## src/rtl/q_max_scanner.sv

```systemverilog
// q_max_scanner: scans nine Q-table entries, returns best free cell and max Q.
// Optional epsilon-greedy exploration via `define Q_EPSILON_EXPLORE_EN.
module q_max_scanner #(
  parameter int Q_W     = 8,
  parameter int N_CELLS = 9,
  parameter int ADDR_W  = 4
) (
  input  logic               clk,
  input  logic               rst_n,
  input  logic               start,
  input  logic [N_CELLS-1:0] occupied,
`ifdef Q_EPSILON_EXPLORE_EN
  input  logic [7:0]         epsilon,
  output logic               explored,
`endif
  output logic               q_rd_en,
  output logic [ADDR_W-1:0]  q_rd_addr,
  input  logic [Q_W-1:0]     q_rd_data,
  output logic               busy,
  output logic               done,
  output logic [Q_W-1:0]     max_Q,
  output logic [ADDR_W-1:0]  best_action,
  output logic               no_move
);

  typedef enum logic [1:0] {
    IDLE,
    SCAN,
    DRAIN,
    DONE
  } state_t;

  state_t              state, state_n;
  logic [ADDR_W-1:0]   addr;
  logic [N_CELLS-1:0]  mask_r;
  logic [Q_W-1:0]      acc_max, acc_max_n;
  logic [ADDR_W-1:0]   acc_idx, acc_idx_n;
  logic                found, found_n;
  logic                prev_en;
  logic [ADDR_W-1:0]   prev_addr;
  logic [ADDR_W-1:0]   sel_idx;
  logic                scan;
  logic                last;
  logic                take;

  assign scan      = (state == SCAN);
  assign busy      = (state != IDLE);
  assign done      = (state == DONE);
  assign last      = (addr == ADDR_W'(N_CELLS - 1));
  assign take      = (state == IDLE) && start;
  assign q_rd_en   = scan && !mask_r[addr];
  assign q_rd_addr = scan ? addr : '0;

  // State register
  always_ff @(posedge clk or negedge rst_n) begin
    if (!rst_n) state <= IDLE;
    else        state <= state_n;
  end

  // Next-state logic
  always_comb begin
    state_n = state;
    unique case (state)
      IDLE:    if (start) state_n = SCAN;
      SCAN:    if (last) state_n = DRAIN;
      DRAIN:   state_n = DONE;
      DONE:    state_n = IDLE;
      default: state_n = IDLE;
    endcase
  end

  // Compare stage on the read issued one cycle earlier
  always_comb begin
    acc_max_n = acc_max;
    acc_idx_n = acc_idx;
    found_n   = found;
    if (prev_en && (!found || (q_rd_data > acc_max))) begin
      acc_max_n = q_rd_data;
      acc_idx_n = prev_addr;
      found_n   = 1'b1;
    end
  end

  // Scan address, latched mask, accumulators and read pipeline
  always_ff @(posedge clk or negedge rst_n) begin
    if (!rst_n) begin
      addr      <= '0;
      mask_r    <= '0;
      acc_max   <= '0;
      acc_idx   <= '0;
      found     <= 1'b0;
      prev_en   <= 1'b0;
      prev_addr <= '0;
    end else begin
      prev_en   <= q_rd_en;
      prev_addr <= addr;
      if (take) begin
        mask_r  <= occupied;
        addr    <= '0;
        acc_max <= '0;
        acc_idx <= '0;
        found   <= 1'b0;
      end else begin
        acc_max <= acc_max_n;
        acc_idx <= acc_idx_n;
        found   <= found_n;
        if (scan && !last) addr <= addr + 1'b1;
      end
    end
  end

`ifdef Q_EPSILON_EXPLORE_EN
  logic [7:0]        lfsr;
  logic [3:0]        lfsr_lo;
  logic [ADDR_W-1:0] rnd_n, rnd_r;
  logic              explore_r;
  logic [ADDR_W-1:0] lo_idx, hi_idx;
  logic              hi_v;

  assign lfsr_lo = lfsr[3:0];
  assign rnd_n   = (lfsr_lo >= 4'(N_CELLS))
                 ? ADDR_W'(lfsr_lo - 4'(N_CELLS))
                 : ADDR_W'(lfsr_lo);

  // Free-running x^8+x^6+x^5+x^4+1 LFSR
  always_ff @(posedge clk or negedge rst_n) begin
    if (!rst_n) lfsr <= 8'h01;
    else        lfsr <= {lfsr[6:0], lfsr[7] ^ lfsr[5] ^ lfsr[4] ^ lfsr[3]};
  end

  // Capture the explore decision and random start cell at request time
  always_ff @(posedge clk or negedge rst_n) begin
    if (!rst_n) begin
      explore_r <= 1'b0;
      rnd_r     <= '0;
    end else if (take) begin
      explore_r <= (lfsr < epsilon);
      rnd_r     <= rnd_n;
    end
  end

  // First free cell at or above rnd, else the lowest free cell
  always_comb begin
    lo_idx = '0;
    hi_idx = '0;
    hi_v   = 1'b0;
    for (int i = N_CELLS - 1; i >= 0; i--) begin
      if (!mask_r[i]) begin
        lo_idx = ADDR_W'(i);
        if (ADDR_W'(i) >= rnd_r) begin
          hi_idx = ADDR_W'(i);
          hi_v   = 1'b1;
        end
      end
    end
  end

  assign sel_idx = (explore_r && found_n)
                 ? (hi_v ? hi_idx : lo_idx)
                 : acc_idx_n;

  // Exploration flag, updated with the results
  always_ff @(posedge clk or negedge rst_n) begin
    if (!rst_n)              explored <= 1'b0;
    else if (state == DRAIN) explored <= explore_r && found_n;
  end
`else
  assign sel_idx = acc_idx_n;
`endif

  // Result registers, loaded entering DONE and held until the next one
  always_ff @(posedge clk or negedge rst_n) begin
    if (!rst_n) begin
      max_Q       <= '0;
      best_action <= '0;
      no_move     <= 1'b0;
    end else if (state == DRAIN) begin
      max_Q       <= acc_max_n;
      best_action <= sel_idx;
      no_move     <= !found_n;
    end
  end

endmodule

```

## config.mk

```make
export PLATFORM = sky130hd
export DESIGN_NAME = q_max_scanner
export DESIGN_NICKNAME = d
export VERILOG_FILES = /design/src/rtl/q_max_scanner.sv
export SDC_FILE = /design/constraint.sdc
export NUM_CORES = 1
export LEC_CHECK = 0
export CAP_MARGIN = 15
export CORE_MARGIN = 1.5
export CORE_UTILIZATION = 54
export CTS_CLUSTER_DIAMETER = 150
export CTS_CLUSTER_SIZE = 40
export DETAILED_ROUTE_END_ITERATION = 8
export HOLD_SLACK_MARGIN = 0.15
export PLACE_DENSITY = 0.81
export SLEW_MARGIN = 20
export SYNTH_ARGS = -nofsm -noshare
export SYNTH_HDL_FRONTEND = slang
export SYNTH_SLANG_ARGS = --single-unit
```

## constraint.sdc

```tcl
create_clock -name clk -period 2.45 [get_ports clk]
set_input_delay 0.735 -clock clk [delete_from_list [all_inputs] [get_ports clk]]
set_output_delay 0.735 -clock clk [all_outputs]
set_load 0.05 [all_outputs]
```

## Word-level counts from Yosys, hierarchy flattened

Cells that the tools add are included.

| cells by class | value |
|---|---|
| $add $sub $neg | 1 |
| $lt $le $gt $ge | 2 |
| equality and inequality tests | 6 |
| mux-type cells | 14 |
| reduce and logical (&&, ||, !) cells | 13 |

Operator list:

| operator | number |
|---|---|
| two-way mux 4 bit | 5 |
| two-way mux 8 bit | 2 |
| > comparator 8 bit | 1 |
| one-hot mux 2 bit (4 select lines) | 1 |
| less-than comparator 4 x 5 -> 1 bit (second input constant) | 1 |
| adder 4 x 1 -> 4 bit (second input constant) | 1 |
| binary-select mux 1 bit (select 4 bit) | 1 |
| == test 2 bit (second input constant) | 2 |
| == test 4 bit (second input constant) | 1 |
| logical AND 1 bit | 4 |
| zero test 1 bit | 4 |
| two-way mux 2 bit | 2 |
| nonzero test 2 bit | 2 |
| two-way mux 1 bit | 3 |
| == test 2 x 1 -> 1 bit (second input constant) | 1 |
| zero test 2 bit | 1 |
| != test 2 x 1 -> 1 bit (second input constant) | 1 |
| != test 2 bit (second input constant) | 1 |
| AND reduction 2 bit | 1 |
| logical OR 1 bit | 1 |

| storage, ports and cells | value |
|---|---|
| register bits | 46 |
| bits of input ports | 20 |
| output and inout bits | 20 |
| logic and storage cells | 47 |

## Depth between registers and ports, before layout

Gate-level depths: netlist (run 1).

| logic depth | value |
|---|---|
| word-level depth | 5 |
| mapped depth | 8 |
| depth with buffers taken out | 7 |

## Worst setup path after synthesis (run 1)

OpenSTA, ideal clock, no wires.

| timing | value |
|---|---|
| path kind | register to output |
| start point | register addr[0] |
| end point | output q_rd_en |
| arrival time | 1.663 ns |
| data required time | 1.715 ns |
| path slack | 0.052 ns |
| cell stages (with the launch flop) | 6 |
| buffers on the path | 1 |
| cell sequence | dfrtp_1 buf_6 mux4_2 nor2b_1 a41oi_1 o211a_1 |

| on the way | value |
|---|---|
| word-level cells in the longest chain between the ends | 4 |

RTL lines:

| element | RTL line | RTL |
|---|---|---|
| start, declared | 34 | `logic [ADDR_W-1:0] addr;` |
| start signal, assigned | 107 | `if (scan && !last) addr <= addr + 1'b1;` |
| binary-select mux 1 bit (select 4 bit) | 51 | `assign q_rd_en = scan && !mask_r[addr];` |
| two-way mux 1 bit (not written as such) | 51 |  |
| zero test 1 bit | 51 |  |
| logical AND 1 bit | 51 |  |
| end, declared | 16 | `output logic q_rd_en,` |

Every way passes these cells. The select of a mux whose other input is x is not followed.

## Worst setup path in the final report (run 1)

Same ends and word-level chain as after synthesis.

==> results of run 1 <==
-- routing by layer --
layer / wire, µm / vias to the layer above / share of wire [%] / track usage (%)
met5: 0 / - / 0 / 0
met4: 106 / 0 / 1.8 / 6.08
met3: 241 / 13 / 4.2 / 4.50
met2: 2880 / 63 / 50 / 40.8
met1: 2560 / 1021 / 44 / 29.6
li1: - / 1033 / - / -
-- timing repair --
action                                  4_1_cts  5_1_grt
resized for setup                             0        5
setup buffers                                 1        2
endpoints found under the setup margin        2       20
pin swaps                                     1        3
-- metrics by stage --
step / cells / instance area, µm² / setup WS, ns / util (%)
after floorplan: 264 / 2550 / 0.0525 / -
after global placement: 360 / 3140 / -0.234 / 70.6
after detailed placement: 360 / 3140 / -0.325 / 70.6
after CTS: 369 / 3230 / -0.217 / 72.8
after global routing: 371 / 3290 / -0.253 / 74.1
final: 371 / 3290 / -0.204 / 74.1
-- critical path, stage by stage, from the launching register on --
cell and delay [ns]:
dfrtp_1 0.42, mux4_2 0.52, nor2b_4 0.14, a41oi_2 0.15, o211a_1 0.24, buf_12 0.15
-- area by class of cell --
class                   count  area, µm²
well taps                  52       65.1
flip-flops and latches     46       1150
inverters                  15       56.3
repair buffers             64        649
clock inverters             3       21.3
fillers                   329       1150
multi-input cells         186       1280
clock buffers               5       68.8
-- worst max path at each step --
stage	from	slack, ns	cells past startpoint	endpoint
floorplan	addr[0]$_DFFE_PN0P_	0.05	5	q_rd_en
global placement	q_rd_data[3]	-0.23	7	acc_max[3]$_DFF_PN0_
detailed placement	q_rd_data[3]	-0.33	7	acc_max[1]$_DFF_PN0_
CTS	addr[0]$_DFFE_PN0P_	-0.22	5	q_rd_en
global route	addr[0]$_DFFE_PN0P_	-0.25	5	q_rd_en
finish	addr[0]$_DFFE_PN0P_	-0.20	5	q_rd_en
-- Yosys cell counts, drive strengths merged --
master / n / share of area [%]
xor2: 2 / 0.69
a21o: 1 / 0.29
and2: 4 / 1.0
inv: 15 / 2.2
nand3b: 1 / 0.29
o21a: 2 / 0.59
a31oi: 12 / 2.9
nor2b: 14 / 3.4
o21bai: 1 / 0.29
o2111ai: 12 / 4.1
buf: 5 / 1.6
o21ai: 4 / 0.79
nand2: 57 / 8.5
nand4: 13 / 3.4
mux2i: 13 / 5.1
mux2: 1 / 0.44
a21oi: 5 / 1.4
ha: 15 / 7.4
a41oi: 1 / 0.34
o31ai: 1 / 0.84
o31a: 1 / 0.34
nand3: 14 / 2.8
dfrtp: 46 / 45
o211a: 1 / 0.39
a211oi: 1 / 0.49
mux4: 2 / 1.9
xnor2: 1 / 0.34
clkbuf: 12 / 1.8
nor2: 7 / 1.0
-- placed cells by master, fill, tap and decap left out, types with 13 or more instances in the layout --
cell              n
ha_1             14
dfrtp_1          46
buf_4            23
clkdlybuf4s50_1  32
nand3_1          14
mux2i_1          13
nand2_1          56
inv_1            15
nor2b_1          13
-- cells by family after synthesis --
family | share of synthesized area, %
buffers and inverters | 5.55
and+or+nand+nor | 20.5
muxes | 7.47
AOI/OAI and AO/OA | 12.9
DFF | 45.2
xor gates and xnor gates | 1.03
adders and majority gates | 7.37
-- registers in the layout, summed over array words and instances, names as in the netlist --
register     flops
prev_addr        4
acc_max          8
prev_en          1
max_Q            8
addr             4
best_action      4
mask_r           9
found            1
no_move          1
acc_idx          4
state            2
-- where the power goes --
part	switching, mW	internal [mW]
sequential	0.208	1.05
combinational	1.30	0.874
clock	0.273	0.201
==> metrics, run 1 <==
Reg2Reg Depth 8; crit share post-route 108%; effective utilization at floorplan 57.3%; worst setup path class reg -> out; dpl hpwl 3.81 mm; Row Count 24; total track usage 23.3%; Final nets 353; die area 0.00514 mm²; layout cell share with drive strength beyond 1 16.0%; Residual DRC 0; part of the Yosys area used for sequential elements 45.2%; core area 0.00444 mm²; Mapped Cells 264; first-pass GRT wire length 9.38 mm; Rel. slew slack 60.8%; number of diodes 0; Overflow after GRT 0; total power 3.90 mW; total iterations of the first detailed-routing run 6; reg2reg end max_Q[6]$_DFFE_PN0P_; H-tree depth 2; failing checks negative setup slack; WL/cell 15.6 µm; syn nets 299; Power Density 1190 mW/mm²; status complete, but fails checks; syn_area_per_cell 9.64 µm²; RSZ-0062 raised after global routing yes; Final TNS setup -0.204 ns; DRT iter0 DRCs 152; Hold Crit Class in -> async; CTS tree built; number of synthesized register bits 46; antenna violations before repair 0; Crit path required time 1.71 ns; largest net degree at the start of global routing 51; number of buffers created by CTS 5; Hold Slack 0.400 ns; Worst-Skew Late Latency 0.30 ns; Cell Area, Synth 0.00255 mm²; Max VDD drop 0.713 mV; CTS Sinks 46; Worst Skew 0.00568 ns; max-cap viol count 0; Die X-Extent 71.7 µm; Vias/cell 5.74; Tmin final 2.65 ns; clk slew on worst S/H paths 0.09 ns; die height 71.7 µm; post-synth cell types 36; CTS root buf clkbuf_8; via count 2130; # setup viols final 1; CP Capture Type output port; LEAKAGE 1.52 nW; gpl congestion 0.815; flop-to-flop setup slack 0.51 ns; Clock Path Buffers 2; io pins 40; Hold Buf Count CTS 0; IO buf count 39; final hold violations 0; worst setup margin -0.204 ns; Post-DRT Antenna Nets 0; Max Freq 377 MHz; worst path arrival time 1.92 ns; Worst setup SP type flip-flop; Tightest Pin Transition 0.588 ns; Warnings, synthesis 0; Worst Path Max Fanout 3; area grow syn2layout 29.3%; vias in the first global route 2076; drt total wl 5.79 mm; Max Slew Vio Count 0; reg2reg start acc_max[5]$_DFF_PN0_
Power figures use the tool's default switching activity.
==> run 2: changes to the inputs <==
Settings changed: CAP_MARGIN 15 to 40.
==> results of run 2 <==
Same layout as run 1: the final DEF is identical, and so are final timing and power.
